**src/rtl/mem_port_arbiter.sv**
```systemverilog
// Single-port memory arbiter between fetch and data stages; data wins, read data returns one cycle later.
// Optional starvation guard for fetch is enabled by defining ARB_STARVE_GUARD_EN.
module mem_port_arbiter #(
  parameter int ADDR_W     = 8,
  parameter int DATA_W     = 8,
  parameter int STARVE_MAX = 4
) (
  input  logic              clock,
  input  logic              resetn,
  input  logic              f_req,
  input  logic [ADDR_W-1:0] f_addr,
  output logic              f_gnt,
  output logic              f_stall,
  output logic              f_rvalid,
  input  logic              d_req,
  input  logic              d_we,
  input  logic [ADDR_W-1:0] d_addr,
  input  logic [DATA_W-1:0] d_wdata,
  output logic              d_gnt,
  output logic              d_rvalid,
  output logic [ADDR_W-1:0] mem_addr,
  output logic [DATA_W-1:0] mem_wdata,
  output logic              mem_read,
  output logic              mem_write,
  input  logic [DATA_W-1:0] mem_rdata,
  output logic [DATA_W-1:0] rdata
);

  // State names the access issued last cycle, so it directly tags the returning read data.
  typedef enum logic [1:0] {
    IDLE = 2'd0,
    F_RD = 2'd1,
    D_RD = 2'd2,
    D_WR = 2'd3
  } state_e;

  state_e state_q;
  state_e state_d;
  logic   guard_fire_s;

`ifdef ARB_STARVE_GUARD_EN
  localparam int CNT_W = (STARVE_MAX < 2) ? 1 : $clog2(STARVE_MAX + 1);
  localparam logic [CNT_W-1:0] CNT_MAX = CNT_W'(STARVE_MAX);

  logic [CNT_W-1:0] starve_cnt_q;
  logic [CNT_W-1:0] starve_cnt_d;

  assign guard_fire_s = f_req && (starve_cnt_q == CNT_MAX);

  // Count consecutive denied fetch cycles, saturating at the limit.
  always_comb begin
    starve_cnt_d = starve_cnt_q;
    if (!f_req || f_gnt) begin
      starve_cnt_d = {CNT_W{1'b0}};
    end else if (starve_cnt_q == CNT_MAX) begin
      starve_cnt_d = starve_cnt_q;
    end else begin
      starve_cnt_d = starve_cnt_q + CNT_W'(1);
    end
  end

  // Starvation counter register.
  always_ff @(posedge clock or negedge resetn) begin
    if (!resetn) begin
      starve_cnt_q <= {CNT_W{1'b0}};
    end else begin
      starve_cnt_q <= starve_cnt_d;
    end
  end
`else
  assign guard_fire_s = 1'b0;
`endif

  // Grant selection, memory port mux and next-state.
  always_comb begin
    f_gnt     = 1'b0;
    d_gnt     = 1'b0;
    mem_addr  = {ADDR_W{1'b0}};
    mem_wdata = {DATA_W{1'b0}};
    mem_read  = 1'b0;
    mem_write = 1'b0;
    state_d   = IDLE;
    if (guard_fire_s) begin
      f_gnt    = 1'b1;
      mem_addr = f_addr;
      mem_read = 1'b1;
      state_d  = F_RD;
    end else if (d_req) begin
      d_gnt    = 1'b1;
      mem_addr = d_addr;
      if (d_we) begin
        mem_wdata = d_wdata;
        mem_write = 1'b1;
        state_d   = D_WR;
      end else begin
        mem_read = 1'b1;
        state_d  = D_RD;
      end
    end else if (f_req) begin
      f_gnt    = 1'b1;
      mem_addr = f_addr;
      mem_read = 1'b1;
      state_d  = F_RD;
    end else begin
      state_d = IDLE;
    end
  end

  // Record the access issued this cycle; reset drops any read in flight.
  always_ff @(posedge clock or negedge resetn) begin
    if (!resetn) begin
      state_q <= IDLE;
    end else begin
      state_q <= state_d;
    end
  end

  // Response tagging from the recorded access.
  always_comb begin
    f_rvalid = 1'b0;
    d_rvalid = 1'b0;
    case (state_q)
      F_RD:    f_rvalid = 1'b1;
      D_RD:    d_rvalid = 1'b1;
      D_WR:    f_rvalid = 1'b0;
      IDLE:    f_rvalid = 1'b0;
      default: f_rvalid = 1'b0;
    endcase
  end

  assign f_stall = f_req & ~f_gnt;
  assign rdata   = mem_rdata;

endmodule

```
**config.mk**
```make
export PLATFORM = sky130hd
export DESIGN_NAME = mem_port_arbiter
export DESIGN_NICKNAME = d
export VERILOG_FILES = /design/src/rtl/mem_port_arbiter.sv
export SDC_FILE = /design/constraint.sdc
export NUM_CORES = 1
export LEC_CHECK = 0
export CAP_MARGIN = 10
export CORE_ASPECT_RATIO = 0.7
export CORE_MARGIN = 4
export CORE_UTILIZATION = 17
export CTS_CLUSTER_DIAMETER = 80
export DETAILED_ROUTE_END_ITERATION = 6
export PLACE_DENSITY = 0.74
export SLEW_MARGIN = 20
export SYNTH_ARGS = -nofsm -noshare
export SYNTH_HDL_FRONTEND = slang
export SYNTH_SLANG_ARGS = --single-unit
```
**constraint.sdc**
```tcl
create_clock -name clock -period 0.8 [get_ports clock]
set_input_delay 0.12 -clock clock [delete_from_list [all_inputs] [get_ports clock]]
set_output_delay 0.12 -clock clock [all_outputs]
set_load 0.02 [all_outputs]
```
==> flow_results.xml <==
<?xml version="1.0" encoding="UTF-8"?>
<metrics>
  <group name="critical_path">
    <metric name="crit_chain" unit="">nor2b_1, buf_2</metric>
    <metric name="worstPathRequired" unit="ps">680</metric>
    <metric name="cpPeakStageDelay" unit="ps">360</metric>
    <metric name="worstSetupPathType" unit="">flip-flop to primary output</metric>
    <metric name="crit_cells" unit="">2</metric>
    <metric name="timing.critical_path.max_delay_family" unit="">flip-flops</metric>
    <metric name="cp_slowest_cell" unit="">sky130_fd_sc_hd__dfrtp_1</metric>
    <metric name="timing.critical_path.arrival" unit="ps">850</metric>
    <metric name="maximum_fanout_along_the_worst_path" unit="">2</metric>
    <metric name="worst-path-buf-inv" unit="">1</metric>
    <metric name="cp-start-kind" unit="">flip-flop</metric>
    <metric name="worst_setup_path_end_kind" unit="">primary output</metric>
  </group>
  <group name="synth">
    <metric name="synth_warnings" unit="">0</metric>
    <metric name="synth_edf_count" unit="">0</metric>
    <metric name="ys.flop_type" unit="">sky130_fd_sc_hd__dfrtp_1</metric>
    <metric name="yosysUniqueCellTypes" unit="">11</metric>
    <metric name="synth_most_common_cell" unit="">sky130_fd_sc_hd__buf_4</metric>
    <metric name="synth.avg_cell_area" unit="um2">7.914</metric>
    <metric name="netlist.top_cell.by_area" unit="">sky130_fd_sc_hd__buf_4</metric>
    <metric name="yosys.area.top_type_share" unit="%">23.72</metric>
    <metric name="postSynthCellCount" unit="">40</metric>
    <metric name="syn-num-nets" unit="">77</metric>
    <metric name="yosysSeqAreaShare" unit="%">15.81</metric>
    <metric name="synth_area_leaders" unit="">sky130_fd_sc_hd__buf_4 (24%), sky130_fd_sc_hd__a22o_1 (19%), sky130_fd_sc_hd__and3_1 (16%)</metric>
    <metric name="ys_top_cells_by_count" unit="">sky130_fd_sc_hd__buf_4 (10), sky130_fd_sc_hd__and3_1 (8), sky130_fd_sc_hd__a22o_1 (7), sky130_fd_sc_hd__nor2b_1 (3)</metric>
    <metric name="mappedNetlistArea" unit="um2">316.6</metric>
    <metric name="synth.ff_latch_count" unit="">2</metric>
    <metric name="synth_async_sr_flop_share" unit="%">100.0</metric>
  </group>
  <group name="clock_network">
    <metric name="holdBufCountCts" unit="">0</metric>
    <metric name="cts.root.buffer_cell" unit="">sky130_fd_sc_hd__clkbuf_4</metric>
    <metric name="cts_buffers" unit="">3</metric>
    <metric name="path_clk_slew" unit="ps">30</metric>
    <metric name="clock_path_buffers" unit="">2</metric>
    <metric name="tritoncts" unit="">done</metric>
    <metric name="htree_levels" unit="">1</metric>
    <metric name="clock-sinks" unit="">2</metric>
  </group>
  <group name="route">
    <metric name="drt-total-wl" unit="mm">1.454</metric>
    <metric name="first_pass_iters" unit="">2</metric>
    <metric name="antenna_left" unit="">0</metric>
    <metric name="drt-initial-drc-count" unit="">2</metric>
    <metric name="dr_total_vias" unit="">461</metric>
    <metric name="routed_via_density" unit="">4.153</metric>
    <metric name="route.detailed.wl_per_inst" unit="um">13.10</metric>
    <metric name="detail_route.drc_violations" unit="">0</metric>
  </group>
  <group name="grt">
    <metric name="number_of_global_route_vias_before_repair" unit="">511</metric>
    <metric name="globalRouteOverflowTotal" unit="">0</metric>
    <metric name="pin_count_of_the_biggest_net_entering_global_routing" unit="">11</metric>
    <metric name="grt_first_pass_wirelength" unit="mm">2.277</metric>
    <metric name="grt_usage" unit="%">11.33</metric>
    <metric name="antenna_violations_before_repair" unit="">0</metric>
  </group>
  <group name="finish">
    <metric name="fin_util" unit="%">53.00</metric>
    <metric name="final_net_count" unit="">129</metric>
    <metric name="number_of_flip_flops_in_the_largest_register" unit="">2</metric>
    <metric name="top_regs" unit="">state_q (2)</metric>
    <metric name="registers.top_by_ff_count" unit="">state_q</metric>
    <metric name="num_antenna_cells" unit="">0</metric>
    <metric name="syn2layout_area_growth" unit="%">179.1</metric>
    <metric name="finalInstanceArea" unit="um2">883.3</metric>
    <metric name="drive_gt1_share" unit="%">52.22</metric>
  </group>
  <group name="floorplan">
    <metric name="die_w" unit="um">59.58</metric>
    <metric name="initial_core_util" unit="%">18.99</metric>
    <metric name="die_h" unit="um">44.11</metric>
    <metric name="boundaryPins" unit="">68</metric>
    <metric name="floorplan.core_area" unit="mm2">0.001667</metric>
    <metric name="floorplan.rows" unit="">12</metric>
    <metric name="die_area" unit="mm2">0.002628</metric>
  </group>
  <group name="pwr">
    <metric name="largest_vdd_supply_drop" unit="mV">0.4985</metric>
    <metric name="power.leakage" unit="nW">0.4551</metric>
    <metric name="cellPowerDensity" unit="mW/mm2">905.1</metric>
  </group>
  <group name="sta">
    <metric name="final.min_clock_period" unit="ps">966.8</metric>
    <metric name="layout_setup_ws" unit="ps">-166.8</metric>
    <metric name="finalCritPeriodShare" unit="%">120.8</metric>
    <metric name="finalMaxSlewViolations" unit="">0</metric>
    <metric name="report.final.hold_viol_count" unit="">0</metric>
    <metric name="measured_slew_at_the_worst_slew_check_pin" unit="ps">204.7</metric>
    <metric name="grt_setup_unrepaired" unit="">true</metric>
    <metric name="maxSlewHeadroom" unit="%">86.40</metric>
    <metric name="fmax" unit="MHz">1034</metric>
    <metric name="aggregate_negative_setup_slack" unit="ps">-929.6</metric>
    <metric name="finalSetupViolCount" unit="">9</metric>
  </group>
  <group name="placed_design">
    <metric name="io_buffers" unit="">51</metric>
    <metric name="post-dp-hpwl" unit="mm">1.232</metric>
    <metric name="place.gp.congestion" unit="">0.7799</metric>
    <metric name="placement.cell_area" unit="um2">804.5</metric>
    <metric name="detailedPlace.worstSlack" unit="ps">-961.5</metric>
  </group>
  <group name="outcome">
    <metric name="status" unit="">complete, but fails checks</metric>
    <metric name="violated_checks" unit="">setup timing</metric>
  </group>
  <group name="hold_path">
    <metric name="min-delay-path-class" unit="">primary input to asynchronous set/reset pin</metric>
  </group>
  <group name="flow_run">
    <metric name="max_cap_violations" unit="">0</metric>
  </group>
</metrics>
## metal layers
layer,GRT usage (%),vias up,part of all wire [%]
li1,-,232,-
met1,12.69,210,36
met2,20.04,17,56
met3,4.373,2,7.1
met4,3.097,0,0.28
met5,0,-,0
## power by group
| part | internal (mW) | switching (mW) | total [mW] |
|---|---|---|---|
| Combinational | 0.275 | 0.199 | 0.474 |
| Clock | 0.165 | 0.0498 | 0.215 |
| Sequential | 0.108 | 0.00238 | 0.111 |
| Total | 0.548 | 0.251 | 0.799 |
## placed cells by master (no fill, tap or decap)
master and count:
sky130_fd_sc_hd__a22o_1 7, sky130_fd_sc_hd__and2_1 1, sky130_fd_sc_hd__and2_4 1, sky130_fd_sc_hd__and3_4 8, sky130_fd_sc_hd__buf_2 4, sky130_fd_sc_hd__buf_4 6, sky130_fd_sc_hd__buf_6 21, sky130_fd_sc_hd__buf_8 2
sky130_fd_sc_hd__clkbuf_4 3, sky130_fd_sc_hd__clkdlybuf4s15_1 1, sky130_fd_sc_hd__clkdlybuf4s50_1 1, sky130_fd_sc_hd__dfrtp_1 2, sky130_fd_sc_hd__dlygate4sd2_1 24, sky130_fd_sc_hd__nand2_1 2, sky130_fd_sc_hd__nor2_1 2, sky130_fd_sc_hd__nor2b_1 2
sky130_fd_sc_hd__nor2b_4 1, sky130_fd_sc_hd__o21ai_2 1, sky130_fd_sc_hd__or2_1 1
## final cells by class
type / count / area (um2)
Clock buffer: 3 / 22.52
Timing Repair Buffer: 59 / 561.8
Multi-Input combinational cell: 26 / 222.7
Sequential cell: 2 / 50.05
Tap cell: 21 / 26.28
Fill cell: 162 / 783.3
## final timing paths
kind	from	end
min	resetn	state_q[1]$_DFF_PN0_
max	state_q[1]$_DFF_PN0_	d_rvalid
min in group clock	d_req	state_q[1]$_DFF_PN0_
max in group asynchronous	resetn	state_q[0]$_DFF_PN0_
## kinds of logic (layout without fill, tap and decap cells)
group | count (synthesis) | after routing | synth area share, %
AOI/OAI and AO/OA | 8 | 8 | 20.95
and+or+nand+nor | 18 | 18 | 32.41
DFF | 2 | 2 | 15.81
buffers and inverters | 12 | 62 | 30.83
## stage by stage
step,total power [mW],cells,hold WS (ps)
after CTS,0.7894,111,64.11
final,0.7995,111,67.83
after floorplan,0.3498,40,-175.6
after global placement,0.5778,106,240.1
after global routing,0.8569,111,61.06
after detailed placement,0.5813,106,240.1
## what timing repair did
action,CTS,global route
cloned,1,0
setup buffers,1,0
setup endpoints to repair,24,15
resized for setup,171,12
pin swaps,18,3
(Power assumes the default switching activity.)
==> RTL edit 1, RTL diff (config.mk and constraints unchanged) <==
Build with the macro `ARB_STARVE_GUARD_EN` defined.
--- a/src/rtl/mem_port_arbiter.sv
+++ b/src/rtl/mem_port_arbiter.sv
@@ -1,5 +1,7 @@
 // Single-port memory arbiter between fetch and data stages; data wins, read data returns one cycle later.
 // Optional starvation guard for fetch is enabled by defining ARB_STARVE_GUARD_EN.
+`define ARB_STARVE_GUARD_EN
+
 module mem_port_arbiter #(
   parameter int ADDR_W     = 8,
   parameter int DATA_W     = 8,
Function: changed (a bounded check fails within 10 cycles, from zero or initial values and one cycle with resetn low).
==> RTL edit 1 against the original RTL <==
The run still ends with negative setup slack left; sequential share of layout area up 2.2 points; sequential cell count up 3; final area up 80%; power up 85%; combinational power up 57%; wire length up 63%; area after synthesis up 91%; global-route usage down 0.42 points; highest routed layer unchanged; count of clock-buffer cells in the layout up 1; setup slack worse by 650 ps; critical path depth up 4; core utilization down 4.5 points.
==> RTL edit 1: results (changes against the original RTL) <==
tightest_slew_ps: 252  # was 205 ps
syn_nets: 114  # was 77
powerDensity_nw_per_um2: 933  # was 905 nW/µm²
setup_viol: 28  # was 9
gp_congestion: 0.735  # was 0.780
synthCells: 75  # was 40
placedCellCount: 172  # was 106
drive_above_1_share_pct: 55.1  # was 52.2%
dp_hpwl_um: 1900  # was 1230 µm
p_leak_uw: 0.000634  # was 0.000455 µW
grt_start_max_net_pins: 12  # was 11
critPathMaxFanout: 7  # was 2
use_met2_pct: 20.5  # was 20.0%
top_regs: "starve_cnt_q (3), state_q (2)"  # was state_q (2)
use_met1_pct: 10.6  # was 12.7%
violations: "negative setup slack"  # unchanged
yosysUniqueCellTypes: 22  # was 11
layout_setup_ws_ps: -819  # was -167 ps
synth_area_leaders: "dfrtp_1, o22ai_2, nand2_1"  # was buf_4, a22o_1, and3_1
drt_iter0_drc: 16  # was 2
met3_usage_pct: 4.35  # was 4.37%
dr_total_vias: 770  # was 461
grt_pass1_vias: 835  # was 511
tns_ps: -18080  # was -930 ps
yosys_warnings: 0  # unchanged
first_pass_iters: 2  # unchanged
final_cells: 183  # was 111
ir_worst_vdd_v: 0.000425  # was 0.000499 V
ys_async_sr_fraction_pct: 100  # unchanged
arrival_ps: 1500  # was 850 ps
grt_pass1_wl_um: 3840  # was 2280 µm
wire_per_inst_um: 13.0  # was 13.1 µm
yosys-top-cells-count: "nand2_1, buf_4, nor3b_1, o22ai_2, dfrtp_1"  # was buf_4, and3_1, a22o_1, nor2b_1
wl_met3_um: 233  # was 103 µm
fillers: 315  # was 162
yosysSeqAreaShare_pct: 20.7  # was 15.8%
gr-usage-all-layers_pct: 10.9  # was 11.3%
status: "finished, violations left"  # unchanged
RTL edit 1: path summary, 6_finish.rpt:
path | from | end | slack, ps
worst max-delay path | starve_cnt_q[1]$_DFFE_PN0P_ | mem_wdata[7] | -820
worst min register to register | starve_cnt_q[0]$_DFFE_PN0P_ | starve_cnt_q[0]$_DFFE_PN0P_ | 650
max in group asynchronous | resetn | state_q[1]$_DFF_PN0_ | 460
worst min-delay path | resetn | starve_cnt_q[2]$_DFFE_PN0P_ | 130
min in group clock | mem_rdata[6] | rdata[6] | 240
worst max register to register | starve_cnt_q[1]$_DFFE_PN0P_ | starve_cnt_q[2]$_DFFE_PN0P_ | -580
RTL edit 1: where the power goes:
part	total, µW	internal (µW)	switching [µW]
Sequential	274	266	8.38
Combinational	743	430	313
Clock	465	342	123
RTL edit 1: worst register-to-register path, cell delays in order, from the launching register on:
cell	delay, ps
dfrtp_1	360
inv_2	60
ha_4	170
buf_4	130
buf_6	120
or3b_1	360
a21oi_2	120
RTL edit 1: logic make-up after synthesis:
| kind of cell | synth area share [%] |
|---|---|
| simple gates | 32.6 |
| buf+inv | 20.5 |
| compound gates | 22.0 |
| flops | 20.7 |
| fa+ha+maj | 4.15 |
RTL edit 1: cell type report:
type | instances | area share [%]
clock buffer | 4 | 2.84
inverter | 4 | 0.946
multi-input combinational | 53 | 37.2
sequential | 5 | 7.88
tap | 47 | 3.70
timing repair buffer | 70 | 47.4
RTL edit 1: per-stage QoR:
stage	instance area (µm²)	util [%]
4_1_cts	1540	47.1
2_1_floorplan	805	-
6_report	1590	48.5
5_1_grt	1590	48.5
3_5_place_dp	1370	41.7
3_3_place_gp	1370	41.7
RTL edit 1: what timing repair did:
action	in CTS	in global routing
setup endpoints to repair	28	28
hold buffers	0	0
pin swaps	6	3
setup buffers	5	3
gates resized for setup	148	5
==> RTL edit 2, RTL diff (same settings) <==
Made on the original files. The 4 states of `state_e` get a Gray code encoding in 2 bits.
--- a/src/rtl/mem_port_arbiter.sv
+++ b/src/rtl/mem_port_arbiter.sv
@@ -28,10 +28,10 @@
 
   // State names the access issued last cycle, so it directly tags the returning read data.
   typedef enum logic [1:0] {
-    IDLE = 2'd0,
-    F_RD = 2'd1,
-    D_RD = 2'd2,
-    D_WR = 2'd3
+    IDLE = 2'b00,
+    F_RD = 2'b01,
+    D_RD = 2'b11,
+    D_WR = 2'b10
   } state_e;
 
   state_e state_q;
Function: no difference found for any inputs over 10 cycles, from zero or initial values and one cycle with resetn low; not proved beyond that.
==> RTL edit 2 against the original RTL <==
The flow still finishes with violations (negative setup slack); power is 2.5% higher; sequential power hardly changed; setup slack worse by 13 ps; final area is 0.14% higher; wire length is 8.7% lower; sequential cell count stayed put; area after synthesis is 3.2% lower; via count is 1.1% lower; critical endpoint unchanged; largest cell class unchanged.
==> RTL edit 2: results (changes against the original RTL) <==
status: "finished, violations left"  # unchanged
violations: "negative setup slack"  # unchanged
fmax_mhz: 1020  # was 1030 MHz
synth_compound_area_share_pct: 21.6  # was 20.9%
final_nets: 127  # was 129
ys_async_sr_fraction_pct: 100  # unchanged
drt_iter0_drc: 1  # was 2
grt_pass1_vias: 446  # was 511
yosysUniqueCellTypes: 12  # was 11
yosys-top-cells-count: "buf_4, and3_1, a22o_1, and2_1"  # was buf_4, and3_1, a22o_1, nor2b_1
antenna_found_initial: 0  # unchanged
synthXorXnorAreaFrac_pct: 0  # unchanged
grt_start_max_net_pins: 10  # was 11
numCtsBuffers: 3  # unchanged
synth_area_leaders: "buf_4, a22o_1, and3_1"  # unchanged
use_met2_pct: 17.6  # was 20.0%
drive_above_1_share_pct: 54.5  # was 52.2%
dr_total_vias: 456  # was 461
wire_per_inst_um: 12.2  # was 13.1 µm
use_met1_pct: 10.3  # was 12.7%
p_leak_uw: 0.000454  # was 0.000455 µW
layout_setup_ws_ps: -180  # was -167 ps
antenna_cells: 0  # unchanged
synthFlopType: "dfrtp_1"  # unchanged
fillers: 158  # was 162
first_pass_iters: 4  # was 2
gr-usage-all-layers_pct: 9.85  # was 11.3%
tightest_slew_ps: 204  # was 205 ps
ir_worst_vdd_v: 0.000507  # was 0.000499 V
holdWs_ps: 59.4  # was 67.8 ps
grt_pass1_wl_um: 1960  # was 2280 µm
dp_hpwl_um: 1110  # was 1230 µm
tns_ps: -594  # was -930 ps
yosysSeqAreaShare_pct: 16.3  # was 15.8%
clk_pin_slew_ps: 30  # about the same
met3_usage_pct: 5.36  # was 4.37%
arrival_ps: 860
syn_nets: 76  # was 77
setup_viol: 9  # unchanged
gp_congestion: 0.670  # was 0.780
RTL edit 2: cell count changes after synthesis, sizes merged:
cell	delta
nor2b	-1
or2	-1
and2	+1
RTL edit 2: layer usage:
layer	up-vias	part of all wire [%]	wire, µm
met5	-	0	0
met4	0	0.60	8
met3	2	11	142
met2	22	55	735
met1	203	33	441
li1	229	-	-
RTL edit 2: worst max-delay path, stage by stage (launching register included):
cell     delay (ps)
dfrtp_1         360
and2_4          150
buf_6           120
RTL edit 2: worst paths after layout:
check,start,endpoint,cells past startpoint
setup / recovery,state_q[0]$_DFF_PN0_,d_rvalid,2
hold / removal,resetn,state_q[1]$_DFF_PN0_,1
max in group asynchronous,resetn,state_q[0]$_DFF_PN0_,1
min in group clock,d_req,state_q[1]$_DFF_PN0_,2
RTL edit 2: stage by stage:
stage               setup slack [ps]  cells  util, %  instance area (µm²)
global route                    -220    109     53.6                  885
CTS                             -185    107     50.1                  827
global placement               -1040    104     48.3                  797
detailed placement             -1060    104     48.3                  797
floorplan                       13.0     39        -                  314
finish                          -180    109     53.6                  885
RTL edit 2: layout make-up:
| class | count | share of cell area, % |
|---|---|---|
| flip-flops and latches | 2 | 5.66 |
| well taps | 21 | 2.97 |
| repair buffers | 58 | 63.1 |
| clock buffers | 3 | 2.55 |
| multi-input cells | 25 | 25.7 |
RTL edit 2: logic make-up (layout without fill, tap and decap cells):
group | Yosys count | after routing
AOI/OAI and AO/OA | 8 | 8
buffers and inverters | 12 | 61
DFF | 2 | 2
and+or+nand+nor | 17 | 17
RTL edit 2: power by group:
part | switching [µW] | internal, µW | leakage (µW)
clock network | 59.7 | 166 | 0.0000138
logic | 200 | 283 | 0.000417
registers | 2.90 | 108 | 0.0000230
total | 263 | 557 | 0.000454
RTL edit 2: timing repair:
action / in CTS / in global routing
pin swaps: 17 / 6
endpoints found under the setup margin: 24 / 17
buffers inserted: 0 / 2
gates cloned: 0 / 0
gates resized for setup: 176 / 11
